**src/rtl/apb_timer_pkg.sv**
```systemverilog
// Shared definitions for the APB timer: register offsets, CTRL bit positions,
// reset values and the counter state encoding.
package apb_timer_pkg;

    localparam int unsigned TIMER_DW    = 32;
    localparam int unsigned TIMER_OFS_W = 12;
    localparam int unsigned CTRL_W      = 4;

    // Byte offsets within the 4 KB slave window
    localparam logic [TIMER_OFS_W-1:0] TIMER_CTRL_OFS    = 12'h000;
    localparam logic [TIMER_OFS_W-1:0] TIMER_VALUE_OFS   = 12'h004;
    localparam logic [TIMER_OFS_W-1:0] TIMER_RELOAD_OFS  = 12'h008;
    localparam logic [TIMER_OFS_W-1:0] TIMER_INTSTAT_OFS = 12'h00C;

    // CTRL bit positions
    localparam int unsigned CTRL_EN_BIT      = 0;
    localparam int unsigned CTRL_EXTGATE_BIT = 1;
    localparam int unsigned CTRL_EXTCLK_BIT  = 2;
    localparam int unsigned CTRL_IE_BIT      = 3;

    // Reset values
    localparam logic [CTRL_W-1:0]   CTRL_RST    = 4'h0;
    localparam logic [TIMER_DW-1:0] VALUE_RST   = 32'h0000_0000;
    localparam logic [TIMER_DW-1:0] RELOAD_RST  = 32'h0000_0000;
    localparam logic                INTSTAT_RST = 1'b0;

    // Counter behaviour, derived from EN and VALUE
    typedef enum logic [1:0] {
        CNT_STOPPED   = 2'd0,
        CNT_COUNTING  = 2'd1,
        CNT_RELOADING = 2'd2
    } cnt_state_e;

    // True for offsets that hold a register
    function automatic logic ofs_mapped(input logic [TIMER_OFS_W-1:0] ofs);
        return ofs <= TIMER_INTSTAT_OFS;
    endfunction

endpackage

```
**src/rtl/apb_sync2.sv**
```systemverilog
// Generic two-flop synchronizer with asynchronous active-low reset.
module apb_sync2 #(
    parameter int unsigned WIDTH = 1
) (
    input  logic             clk,
    input  logic             rst_n,
    input  logic [WIDTH-1:0] d,
    output logic [WIDTH-1:0] q
);

    logic [WIDTH-1:0] meta;

    // Two-stage resynchronisation of d into the clk domain
    always_ff @(posedge clk or negedge rst_n) begin
        if (!rst_n) begin
            meta <= '0;
            q    <= '0;
        end else begin
            meta <= d;
            q    <= meta;
        end
    end

endmodule

```
**src/rtl/apb_timer.sv**
```systemverilog
// Zero-wait-state APB slave: 32-bit reloading down-counter with level interrupt,
// optionally paced (EXTCLK) or gated (EXTGATE) by the asynchronous EXTIN input.
// Build option: define APB_TIMER_SLVERR_EN to report PSLVERR on accesses to
// unmapped offsets; otherwise PSLVERR is tied low.
module apb_timer
    import apb_timer_pkg::*;
#(
    parameter int unsigned ADDRWIDTH = 16,
    parameter int unsigned DATAWIDTH = 32
) (
    input  logic                 PCLK,
    input  logic                 PRESETn,
    input  logic                 PSEL,
    input  logic                 PENABLE,
    input  logic [ADDRWIDTH-1:0] PADDR,
    input  logic                 PWRITE,
    input  logic [DATAWIDTH-1:0] PWDATA,
    output logic [DATAWIDTH-1:0] PRDATA,
    output logic                 PREADY,
    output logic                 PSLVERR,
    input  logic                 EXTIN,
    output logic                 TIMERINT
);

    if (DATAWIDTH != TIMER_DW) begin : g_dw_check
        $error("apb_timer: DATAWIDTH must be 32");
    end

    logic [TIMER_OFS_W-1:0] addr_ofs;
    logic                   wr_en;
    logic                   rd_en;
    logic                   wr_ctrl;
    logic                   wr_value;
    logic                   wr_reload;
    logic                   wr_intstat;

    logic [CTRL_W-1:0]      ctrl_q;
    logic [TIMER_DW-1:0]    value_q;
    logic [TIMER_DW-1:0]    reload_q;
    logic                   intstat_q;

    logic                   ext_sync;
    logic                   ext_dly;
    logic                   tick_c;
    cnt_state_e             cnt_state_c;
    logic [TIMER_DW-1:0]    value_d;
    logic                   int_set_c;
    logic [TIMER_DW-1:0]    rdata_c;
    logic                   unused_paddr;

    assign addr_ofs   = {PADDR[11:2], 2'b00};
    assign wr_en      = PSEL & PENABLE & PWRITE;
    assign rd_en      = PSEL & ~PWRITE;
    assign wr_ctrl    = wr_en & (addr_ofs == TIMER_CTRL_OFS);
    assign wr_value   = wr_en & (addr_ofs == TIMER_VALUE_OFS);
    assign wr_reload  = wr_en & (addr_ofs == TIMER_RELOAD_OFS);
    assign wr_intstat = wr_en & (addr_ofs == TIMER_INTSTAT_OFS);

    // Address bits outside the decoded window are deliberately ignored
    assign unused_paddr = ^{PADDR[ADDRWIDTH-1:12], PADDR[1:0]};

    apb_sync2 #(.WIDTH(1)) u_extin_sync (
        .clk   (PCLK),
        .rst_n (PRESETn),
        .d     (EXTIN),
        .q     (ext_sync)
    );

    // One-cycle delay of the synchronised EXTIN for rising-edge detection
    always_ff @(posedge PCLK or negedge PRESETn) begin
        if (!PRESETn) ext_dly <= 1'b0;
        else          ext_dly <= ext_sync;
    end

    // Count enable: every cycle or per EXTIN rising edge, optionally gated by EXTIN level
    always_comb begin
        tick_c = ctrl_q[CTRL_EN_BIT];
        if (ctrl_q[CTRL_EXTCLK_BIT])  tick_c = tick_c & ext_sync & ~ext_dly;
        if (ctrl_q[CTRL_EXTGATE_BIT]) tick_c = tick_c & ext_sync;
    end

    // Counter mode implied by EN and VALUE
    always_comb begin
        cnt_state_c = CNT_STOPPED;
        if (ctrl_q[CTRL_EN_BIT]) begin
            cnt_state_c = (value_q == '0) ? CNT_RELOADING : CNT_COUNTING;
        end
    end

    // Next VALUE and interrupt set; a bus write to VALUE overrides the tick
    always_comb begin
        value_d   = value_q;
        int_set_c = 1'b0;
        if (wr_value) begin
            value_d = TIMER_DW'(PWDATA);
        end else if (tick_c) begin
            case (cnt_state_c)
                CNT_RELOADING: value_d = reload_q;
                CNT_COUNTING: begin
                    value_d   = value_q - TIMER_DW'(1);
                    int_set_c = ctrl_q[CTRL_IE_BIT] & (value_q == TIMER_DW'(1));
                end
                default: value_d = value_q;
            endcase
        end
    end

    // Register file; interrupt set takes priority over a software clear
    always_ff @(posedge PCLK or negedge PRESETn) begin
        if (!PRESETn) begin
            ctrl_q    <= CTRL_RST;
            value_q   <= VALUE_RST;
            reload_q  <= RELOAD_RST;
            intstat_q <= INTSTAT_RST;
        end else begin
            value_q <= value_d;
            if (wr_ctrl)   ctrl_q   <= CTRL_W'(PWDATA);
            if (wr_reload) reload_q <= TIMER_DW'(PWDATA);
            if (int_set_c)                    intstat_q <= 1'b1;
            else if (wr_intstat && PWDATA[0]) intstat_q <= 1'b0;
        end
    end

    // Combinational read mux; zero when not reading or offset unmapped
    always_comb begin
        rdata_c = '0;
        if (rd_en) begin
            case (addr_ofs)
                TIMER_CTRL_OFS:    rdata_c = TIMER_DW'(ctrl_q);
                TIMER_VALUE_OFS:   rdata_c = value_q;
                TIMER_RELOAD_OFS:  rdata_c = reload_q;
                TIMER_INTSTAT_OFS: rdata_c = TIMER_DW'(intstat_q);
                default:           rdata_c = '0;
            endcase
        end
    end

    assign PRDATA   = DATAWIDTH'(rdata_c);
    assign PREADY   = 1'b1;
    assign TIMERINT = intstat_q;

`ifdef APB_TIMER_SLVERR_EN
    assign PSLVERR = PSEL & PENABLE & ~ofs_mapped(addr_ofs);
`else
    assign PSLVERR = 1'b0;
`endif

endmodule
```
**config.mk**
```make
export PLATFORM = sky130hd
export DESIGN_NAME = apb_timer
export DESIGN_NICKNAME = d
export VERILOG_FILES = /design/src/rtl/apb_timer_pkg.sv /design/src/rtl/apb_sync2.sv /design/src/rtl/apb_timer.sv
export SDC_FILE = /design/constraint.sdc
export NUM_CORES = 1
export LEC_CHECK = 0
export CAP_MARGIN = 0
export CORE_MARGIN = 1.5
export CORE_UTILIZATION = 45
export CTS_CLUSTER_DIAMETER = 200
export DETAILED_ROUTE_END_ITERATION = 10
export GPL_ROUTABILITY_DRIVEN = 0
export PLACE_DENSITY = 0.83
export SLEW_MARGIN = 20
export SYNTH_ARGS = -nofsm -noshare
export SYNTH_HDL_FRONTEND = slang
export SYNTH_SLANG_ARGS = --single-unit
```
**constraint.sdc**
```tcl
create_clock -name PCLK -period 6.3 [get_ports PCLK]
set_clock_uncertainty 0.2 [all_clocks]
set_input_delay 1.26 -clock PCLK [delete_from_list [all_inputs] [get_ports PCLK]]
set_output_delay 1.26 -clock PCLK [all_outputs]
set_load 0.02 [all_outputs]
```
Yosys cells after proc, flatten, opt, wreduce, memory -nomap -nowiden
Cells that the tools add are included.
{"block": "op_classes", "n_mux": 14, "addsub": 1, "n_bitwise": 13, "eq_ne": 6, "n_reduce_logical": 7}
{"operator": "$pmux 32 s4", "n": 1}
{"operator": "$mux 32", "n": 3}
{"operator": "$pmux 32 s2", "n": 1}
{"operator": "$eq 32x1->1 const B", "n": 1}
{"operator": "$logic_not 32->1", "n": 1}
{"operator": "$sub 32x1->32 const B", "n": 1}
{"operator": "$eq 10x2->1 const B", "n": 2}
{"operator": "$logic_not 12->1", "n": 1}
{"operator": "$and 1x1->1", "n": 11}
{"operator": "$eq 10x1->1 const B", "n": 1}
{"operator": "$mux 1", "n": 7}
{"operator": "$mux 2", "n": 2}
{"operator": "$reduce_bool 2->1", "n": 2}
{"operator": "$reduce_bool 3->1", "n": 1}
{"operator": "$eq 2x1->1 const B", "n": 1}
{"operator": "$eq 2x2->1 const B", "n": 1}
{"operator": "$not 1->1", "n": 2}
{"operator": "$reduce_and 2->1", "n": 1}
{"operator": "$logic_and 1x1->1", "n": 1}
{"block": "totals", "wordCells": 48, "regBits": 72, "out_inout_bits": 35}

Longest topological paths before layout
Gate-level depths: netlist of run 1.
{"block": "logic_depth", "depth_word": 8, "mapped_depth": 11}

By module
Synthesis of run 1 repeated with hierarchy kept, for this count alone.
{"block": "unflattened", "cells_unflattened": 470, "hier_area_um2": 4334.2}
{"module": "apb_timer", "area_per_inst_um2": 4284.1, "n_inst": 1, "seq_area_each_um2": 1751.7, "cells_per_inst": 468}
{"module": "apb_sync2", "area_per_inst_um2": 50.0, "n_inst": 1, "seq_area_each_um2": 50.0, "cells_per_inst": 2}

Worst setup path before layout of run 1
No wires, ideal clock.
{"block": "synth_timing", "path_type": "in2out", "start": "input port PADDR[5]", "end": "output port PRDATA[11]", "stages": 6, "setup_slack_ns": 1.590, "t_required_ns": 4.840, "arrival_ns": 3.250, "path_cell_list": "nor4_1 -> nand2_1 -> nor3_1 -> clkbuf_1 -> a22oi_1 -> nor2_1"}
{"block": "synth_via", "elab_chain_cells": 3}
{"element": "start: declaration", "line_no": "apb_timer.sv:15", "rtl": "input logic [ADDRWIDTH-1:0] PADDR,"}
{"element": "$eq 10x2->1, or another cell as far along", "line_no": "apb_timer.sv:128", "rtl": "case (addr_ofs)"}
{"element": "$pmux 32 s4 (*)", "line_no": "apb_timer.sv:128"}
{"element": "$mux 32 (*)", "line_no": "apb_timer.sv:127", "rtl": "if (rd_en) begin"}
{"element": "end: declaration", "line_no": "apb_timer.sv:18", "rtl": "output logic [DATAWIDTH-1:0] PRDATA,"}
Mark *: on every way between the ends. The rest lies on a longest branch, timed or not.

Final worst setup path of run 1
{"block": "layout_timing", "start": "input port PADDR[9]", "end": "output port PRDATA[20]"}
Same word-level chain as after synthesis.

==> results of run 1 <==
## area by class of cell
cell class,instances,area [µm²]
Tap cell,129,161.4
Multi-Input combinational cell,350,2354
Clock buffer,11,141.4
Fill cell,817,3856
Timing Repair Buffer,89,863.3
Clock inverter,5,80.08
Sequential cell,72,1802
Inverter,7,26.28
## synth_stat cells, types with 5 or more instances
cell / number / area share (%)
xnor2_1: 14 / 2.8
mux2_2: 33 / 8.6
a22oi_1: 28 / 4.8
xor2_1: 11 / 2.2
o211ai_1: 8 / 1.4
nand2_1: 25 / 2.2
o22ai_1: 10 / 1.4
or3_1: 5 / 0.72
a21o_1: 6 / 1.0
nor4_1: 15 / 2.2
mux2i_1: 6 / 1.4
nor2_1: 52 / 4.5
clkbuf_1: 32 / 2.8
nor3_1: 12 / 1.4
and3_1: 9 / 1.3
nand3_1: 28 / 3.2
or4_1: 5 / 0.87
o21ai_0: 17 / 2.0
dfrtp_1: 72 / 42
a21oi_1: 18 / 2.1
inv_1: 7 / 0.61
## critical path: stages
cell and delay [ns]:
clkdlybuf4s50_1 0.40, nor4_1 0.64, nand2_1 0.27, nor3_2 0.17, buf_4 0.38, a22oi_1 0.18
nor2_1 0.13, clkdlybuf4s50_1 0.61
## how the worst min path moves through the flow
stage / start / endpoint
3_3_place_gp: u_extin_sync.meta / u_extin_sync.q
2_1_floorplan: u_extin_sync.meta / u_extin_sync.q
5_1_grt: u_extin_sync.meta / u_extin_sync.q
6_report: u_extin_sync.meta / u_extin_sync.q
4_1_cts: u_extin_sync.meta / u_extin_sync.q
3_5_place_dp: u_extin_sync.meta / u_extin_sync.q
## sequential cells by signal (all words and copies together) (netlist names)
| signal | flops |
|---|---|
| TIMERINT | 1 |
| ctrl_q | 4 |
| ext_dly | 1 |
| reload_q | 32 |
| u_extin_sync.meta | 1 |
| u_extin_sync.q | 1 |
| value_q | 32 |
## cell families (layout without fill, tap and decap cells)
family	Yosys count	after routing	share of synthesized area (%)
buffers and inverters	48	112	4.792
AND/OR/NAND/NOR	173	173	20.44
flip-flops	72	72	41.57
AO/OA/AOI/OAI	108	108	16.92
multiplexers	40	40	10.48
adder cells (fa/ha/maj)	2	2	0.5773
XOR/XNOR	25	25	5.052
other	2	2	0.1733
## power by group
part | internal, µW | switching, µW
clock | 233 | 178
combinational | 148 | 174
sequential | 513 | 86.3
## layout by cell type, fill, tap and decap left out, types with 6 or more instances in the layout
master / n
o21ai_0: 17
a22oi_1: 28
mux2_2: 33
xor2_1: 11
and3_1: 9
o211ai_1: 8
nor4_1: 14
nand3_1: 28
nor2_1: 52
a21oi_1: 18
clkdlybuf4s50_1: 79
mux2i_1: 6
dfrtp_1: 72
inv_1: 7
buf_4: 9
a21o_1: 6
o22ai_1: 10
nor3_1: 11
nand2_1: 25
xnor2_1: 14
clkbuf_8: 10
## per-layer routing
metal	GRT usage (%)	vias up	share of wire, %	wire length, µm
li1	-	1850	-	-
met1	31.53	1951	43	5172
met2	40.58	192	48	5816
met3	4.693	18	7.9	956
met4	9.081	0	1.5	183
met5	0	-	0	0
## metrics by stage
step / instance area [µm²] / setup WS (ns) / hold slack (ns) / std cells
6_report: 5428 / 0.7817 / 0.1773 / 663
5_1_grt: 5428 / 0.4978 / 0.1829 / 663
4_1_cts: 5421 / 0.8727 / 0.1716 / 663
3_5_place_dp: 5200 / 0.8946 / 0.1536 / 647
3_3_place_gp: 5200 / 0.9443 / 0.1366 / 647
2_1_floorplan: 4334 / 1.590 / 0.1312 / 470
==> flow_summary_export.csv, run 1 <==
group,metric,value,unit
run_status,status,"complete, no violations",
synth,syn-num-nets,526,
cts,clkTransAtPathRegs,0.08,ns
cts,postCtsSetupBuffers,0,
layout,diodes,0,
cts,cts_buffers,9,
critical_path,end_kind,"primary output",
cts,ctsHtreeMaxLevel,3,
drt,via_count,4011,
synth,avgSynthCellArea,9.222,µm²
sta,hold_viol_final,0,
sta,slew_headroom,29.03,%
sta,tns,0,ns
floorplan,pin_count,89,
placed_design,hpwl,7946,µm
synth,syn_inst,470,
power,ir_drop,0.0001132,V
job,max_cap_viol_count,0,
cts,cts-resized-gates,0,
critical_path,reg2reg_from,"value_q[12]",
critical_path,cp-endpoint,"PRDATA[20]",
synth,ys.flop_type,"dfrtp_1",
sta,rsz0062_at_grt,"false",
grt,gr-total-overflow,0,
sta,report.final.slew_viol_count,0,
synth,yosys_warnings,0,
critical_path,start_kind,"primary input",
critical_path,setup.worst_path.class,"in -> out",
placed_design,portBuffers,80,
synth,synth_seq_cells,72,
critical_path,worst-path-max-fanout,28,
grt,grt_pass1_wl,19490,µm
sta,fin_crit_sh,87.59,%
layout,post-route-util,58.46,%
cts,clock-sinks,72,
sta,setup_violations,0,
floorplan,row_count,35,
grt,antenna_found_initial,0,
sta,tightestPinTransition,1.065,ns
cts,cts-root-buf,"clkbuf_8",
power,cellLeakagePower,0.002290,µW
drt,post_drt_wl_per_cell,18.29,µm
synth,ys_seq_area_share,41.57,%
cts,cts_hold_buffers,0,
floorplan,die_x,101.1,µm
cts,clkLatencyLatePin,0.35,ns
drt,dr.first_iter.drc_count,350,
floorplan,core,9284,µm²
synth,syn_area,4334,µm²
critical_path,required,4.84,ns
min_path,hold_path.class,"reg -> reg",
floorplan,design.die.area,10230,µm²
grt,grt_use_total,24.32,%
drt,drc,0,
critical_path,startpoint,"PADDR[9]",
synth,synth_cell_types,53,
cts,cts_tree,"yes",
drt,first_pass_iters,5,
sta,fin_crit,5.518,ns
critical_path,reg2reg_depth,6,
power,power_density,245.5,nW/µm²
synth,async_flop_share,100.0,%
drt,postRouteAntennaNets,0,
floorplan,die_h,101.1,µm
power,power,1332,µW
cts,cts_buffer_depth,2,
grt,grt_pass1_vias,3985,
layout,synthToLayoutAreaGrowth,25.23,%
min_path,holdPathStages,0,
layout,layout.nets,585,
layout,drive_gt1_share,12.73,%
grt,grt_max_degree,73,
drt,vias_per_cell,6.050,
critical_path,ff2ff_setup_slack,2.48,ns
critical_path,r2r_end,"value_q[11]",
floorplan,start_util,46.68,%
synth,synth_edf_count,0,
sta,fmax,181.2,MHz
drt,wl,12130,µm
critical_path,cp.arrival,4.06,ns
No activity file was read; power rests on OpenSTA's default activity.
==> run 2, diff against run 1 <==
--- a/config.mk
+++ b/config.mk
@@ -7,11 +7,12 @@
 export LEC_CHECK = 0
 export CAP_MARGIN = 0
 export CORE_MARGIN = 1.5
-export CORE_UTILIZATION = 45
+export CORE_UTILIZATION = 49
+export CTS_BUF_LIST = sky130_fd_sc_hd__clkbuf_4
 export CTS_CLUSTER_DIAMETER = 200
 export DETAILED_ROUTE_END_ITERATION = 10
 export GPL_ROUTABILITY_DRIVEN = 0
-export PLACE_DENSITY = 0.83
+export PLACE_DENSITY = 0.88
 export SLEW_MARGIN = 20
 export SYNTH_ARGS = -nofsm -noshare
 export SYNTH_HDL_FRONTEND = slang
==> run 2 against run 1 <==
Net effect:
- setup slack improved by 0.011 ns
- fmax is 0.20% higher
- via count is 0.25% higher
- sequential share of layout area rose by 0.84 points
- critical path depth unchanged
- hold slack worse by 0.012 ns
==> flow_summary_export.csv, run 2 (same netlist as run 1, synthesis figures left out) <==
group,metric,value,unit
critical_path,worst-path-max-fanout,28,
floorplan,design.die.area,9419,µm²
drt,vias_per_cell,6.263,
drt,dr.first_iter.drc_count,360,
grt,gr-total-overflow,0,
drt,post_drt_wl_per_cell,18.28,µm
sta,fmax,181.6,MHz
run_status,status,"complete, no violations",
grt,antenna_found_initial,0,
critical_path,cpMaxStageDelayCell,"nor4_1",
power,switchingPower,417.5,µW
cts,cts-resized-gates,0,
job,max_cap_viol_count,0,
min_path,min_to,"u_extin_sync.q",
critical_path,cp_num_buf_inv,3,
power,cellLeakagePower,0.002253,µW
layout,nFillCells,741,
cts,clkTransAtPathRegs,0.10,ns
sta,tightestPinTransition,1.018,ns
cts,ctsHtreeMaxLevel,3,
critical_path,ff2ff_setup_slack,2.54,ns
cts,clock-sinks,72,
placed_design,place_ws,0.8809,ns
critical_path,cp_cell_sequence,"clkdlybuf4s50_1 > nor4_1 > nand2_1 > nor3_2 > buf_4 > a22oi_1 > nor2_1 > clkdlybuf4s50_1",
sta,finalWorstSetupSlack,0.7927,ns
layout,post-route-util,61.30,%
cts,cts_hold_buffers,0,
sta,slew_headroom,31.49,%
critical_path,end_kind,"primary output",
layout,reg.largest.list,"reload_q (32), value_q (32), ctrl_q (4)",
grt,grt_max_degree,73,
power,p_int,780.9,µW
drt,drc,0,
layout,synthToLayoutAreaGrowth,22.14,%
cts,cts-root-buf,"clkbuf_4",
power,comb_power_share,26.9,%
critical_path,reg2reg_depth,6,
drt,postRouteAntennaNets,0,
power,p_sw_share,34.84,%
placed_design,portBuffers,80,
critical_path,reg2reg_from,"value_q[12]",
sta,report.final.slew_viol_count,0,
cts,cts_tree,"yes",
placed_design,hpwl,7622,µm
floorplan,pin_count,89,
min_path,hold_path.class,"reg -> reg",
floorplan,row_count,34,
critical_path,timing.critical_path.mode_cell,"clkdlybuf4s50_1",
floorplan,die_x,97.05,µm
min_path,min_from,"u_extin_sync.meta",
critical_path,cp.arrival,4.05,ns
critical_path,start_kind,"primary input",
cts,clkLatencyLatePin,0.42,ns
power,sequentialPowerShare,49.9,%
power,clock_power_share,23.1,%
grt,grt_use_total,26.18,%
layout,drive_gt1_share,12.17,%
cts,cts_buffers,9,
critical_path,cp.depth,8,
floorplan,core,8636,µm²
sta,setup_violations,0,
grt,grt_pass1_vias,4093,
layout,mostFrequentLayoutCells,"clkdlybuf4s50_1 (79), dfrtp_1 (72), nor2_1 (52)",
sta,hold_viol_final,0,
floorplan,start_util,50.19,%
critical_path,critPathMaxStageDelay,0.68,ns
power,power_density,226.4,nW/µm²
layout,diodes,0,
critical_path,path_delay_family,"buffers and inverters",
sta,fin_crit_sh,87.42,%
drt,wl,11740,µm
cts,cts_buffer_depth,2,
sta,fin_crit,5.507,ns
sta,tns,0,ns
placed_design,place_inst,626,
layout,layout.nets,585,
critical_path,setup.worst_path.class,"in -> out",
drt,via_count,4021,
critical_path,required,4.84,ns
layout,layout_commonest_cell,"clkdlybuf4s50_1",
sta,rsz0062_at_grt,"false",
grt,grt_pass1_wl,20110,µm
floorplan,die_h,97.05,µm
drt,first_pass_iters,6,
min_path,holdPathStages,0,
layout,stdcell_count,642,
cts,postCtsSetupBuffers,0,
critical_path,r2r_end,"value_q[19]",
power,ir_drop,0.00009955,V
[run 2: how the worst max path moves through the flow]
stage	to	startpoint
after floorplan	PRDATA[11]	PADDR[5]
after global placement	PRDATA[20]	PADDR[5]
after detailed placement	PRDATA[20]	PADDR[5]
after CTS	PRDATA[20]	PADDR[5]
after global routing	PRDATA[20]	PADDR[5]
final	PRDATA[20]	PADDR[5]
[run 2: area by class of cell]
| type | count | area (µm²) | share of cell area [%] |
|---|---|---|---|
| Tap cell | 108 | 135.1 | 2.553 |
| Inverter | 7 | 26.28 | 0.4963 |
| Timing Repair Buffer | 89 | 863.3 | 16.31 |
| Clock buffer | 10 | 75.07 | 1.418 |
| Clock inverter | 6 | 50.05 | 0.9454 |
| Sequential cell | 72 | 1802 | 34.03 |
| Multi-Input combinational cell | 350 | 2342 | 44.24 |
[run 2: per-stage QoR]
step / cell area, µm² / hold WS [ns] / power (µW)
floorplan: 4334 / 0.1312 / 818.5
global placement: 5162 / 0.1344 / 896.8
detailed placement: 5162 / 0.1434 / 918.5
CTS: 5288 / 0.1677 / 1195
global route: 5294 / 0.1729 / 1272
finish: 5294 / 0.1655 / 1198
[run 2: power groups by stage]
stage	Sequential (µW)	Clock [µW]	Combinational, µW
detailed placement	603	0	315
global placement	596	0	301
CTS	594	282	319
floorplan	565	0	254
global route	607	304	361
finish	599	277	323
[run 2: worst reg2reg max path, stage by stage (launching register included)]
cell and delay [ns]:
dfrtp_1 0.43, or4_1 0.62, or4_1 0.61, or2_1 0.49, o21ai_1 0.84, o21ai_0 0.25
a21o_1 0.20
[run 2: per-layer routing]
metal / track usage (%) / part of all wire, % / vias up
li1: - / - / 1849
met1: 36.09 / 43 / 1958
met2: 40.24 / 48 / 199
met3: 6.259 / 7.5 / 15
met4: 9.699 / 1.5 / 0
met5: 0 / 0 / -
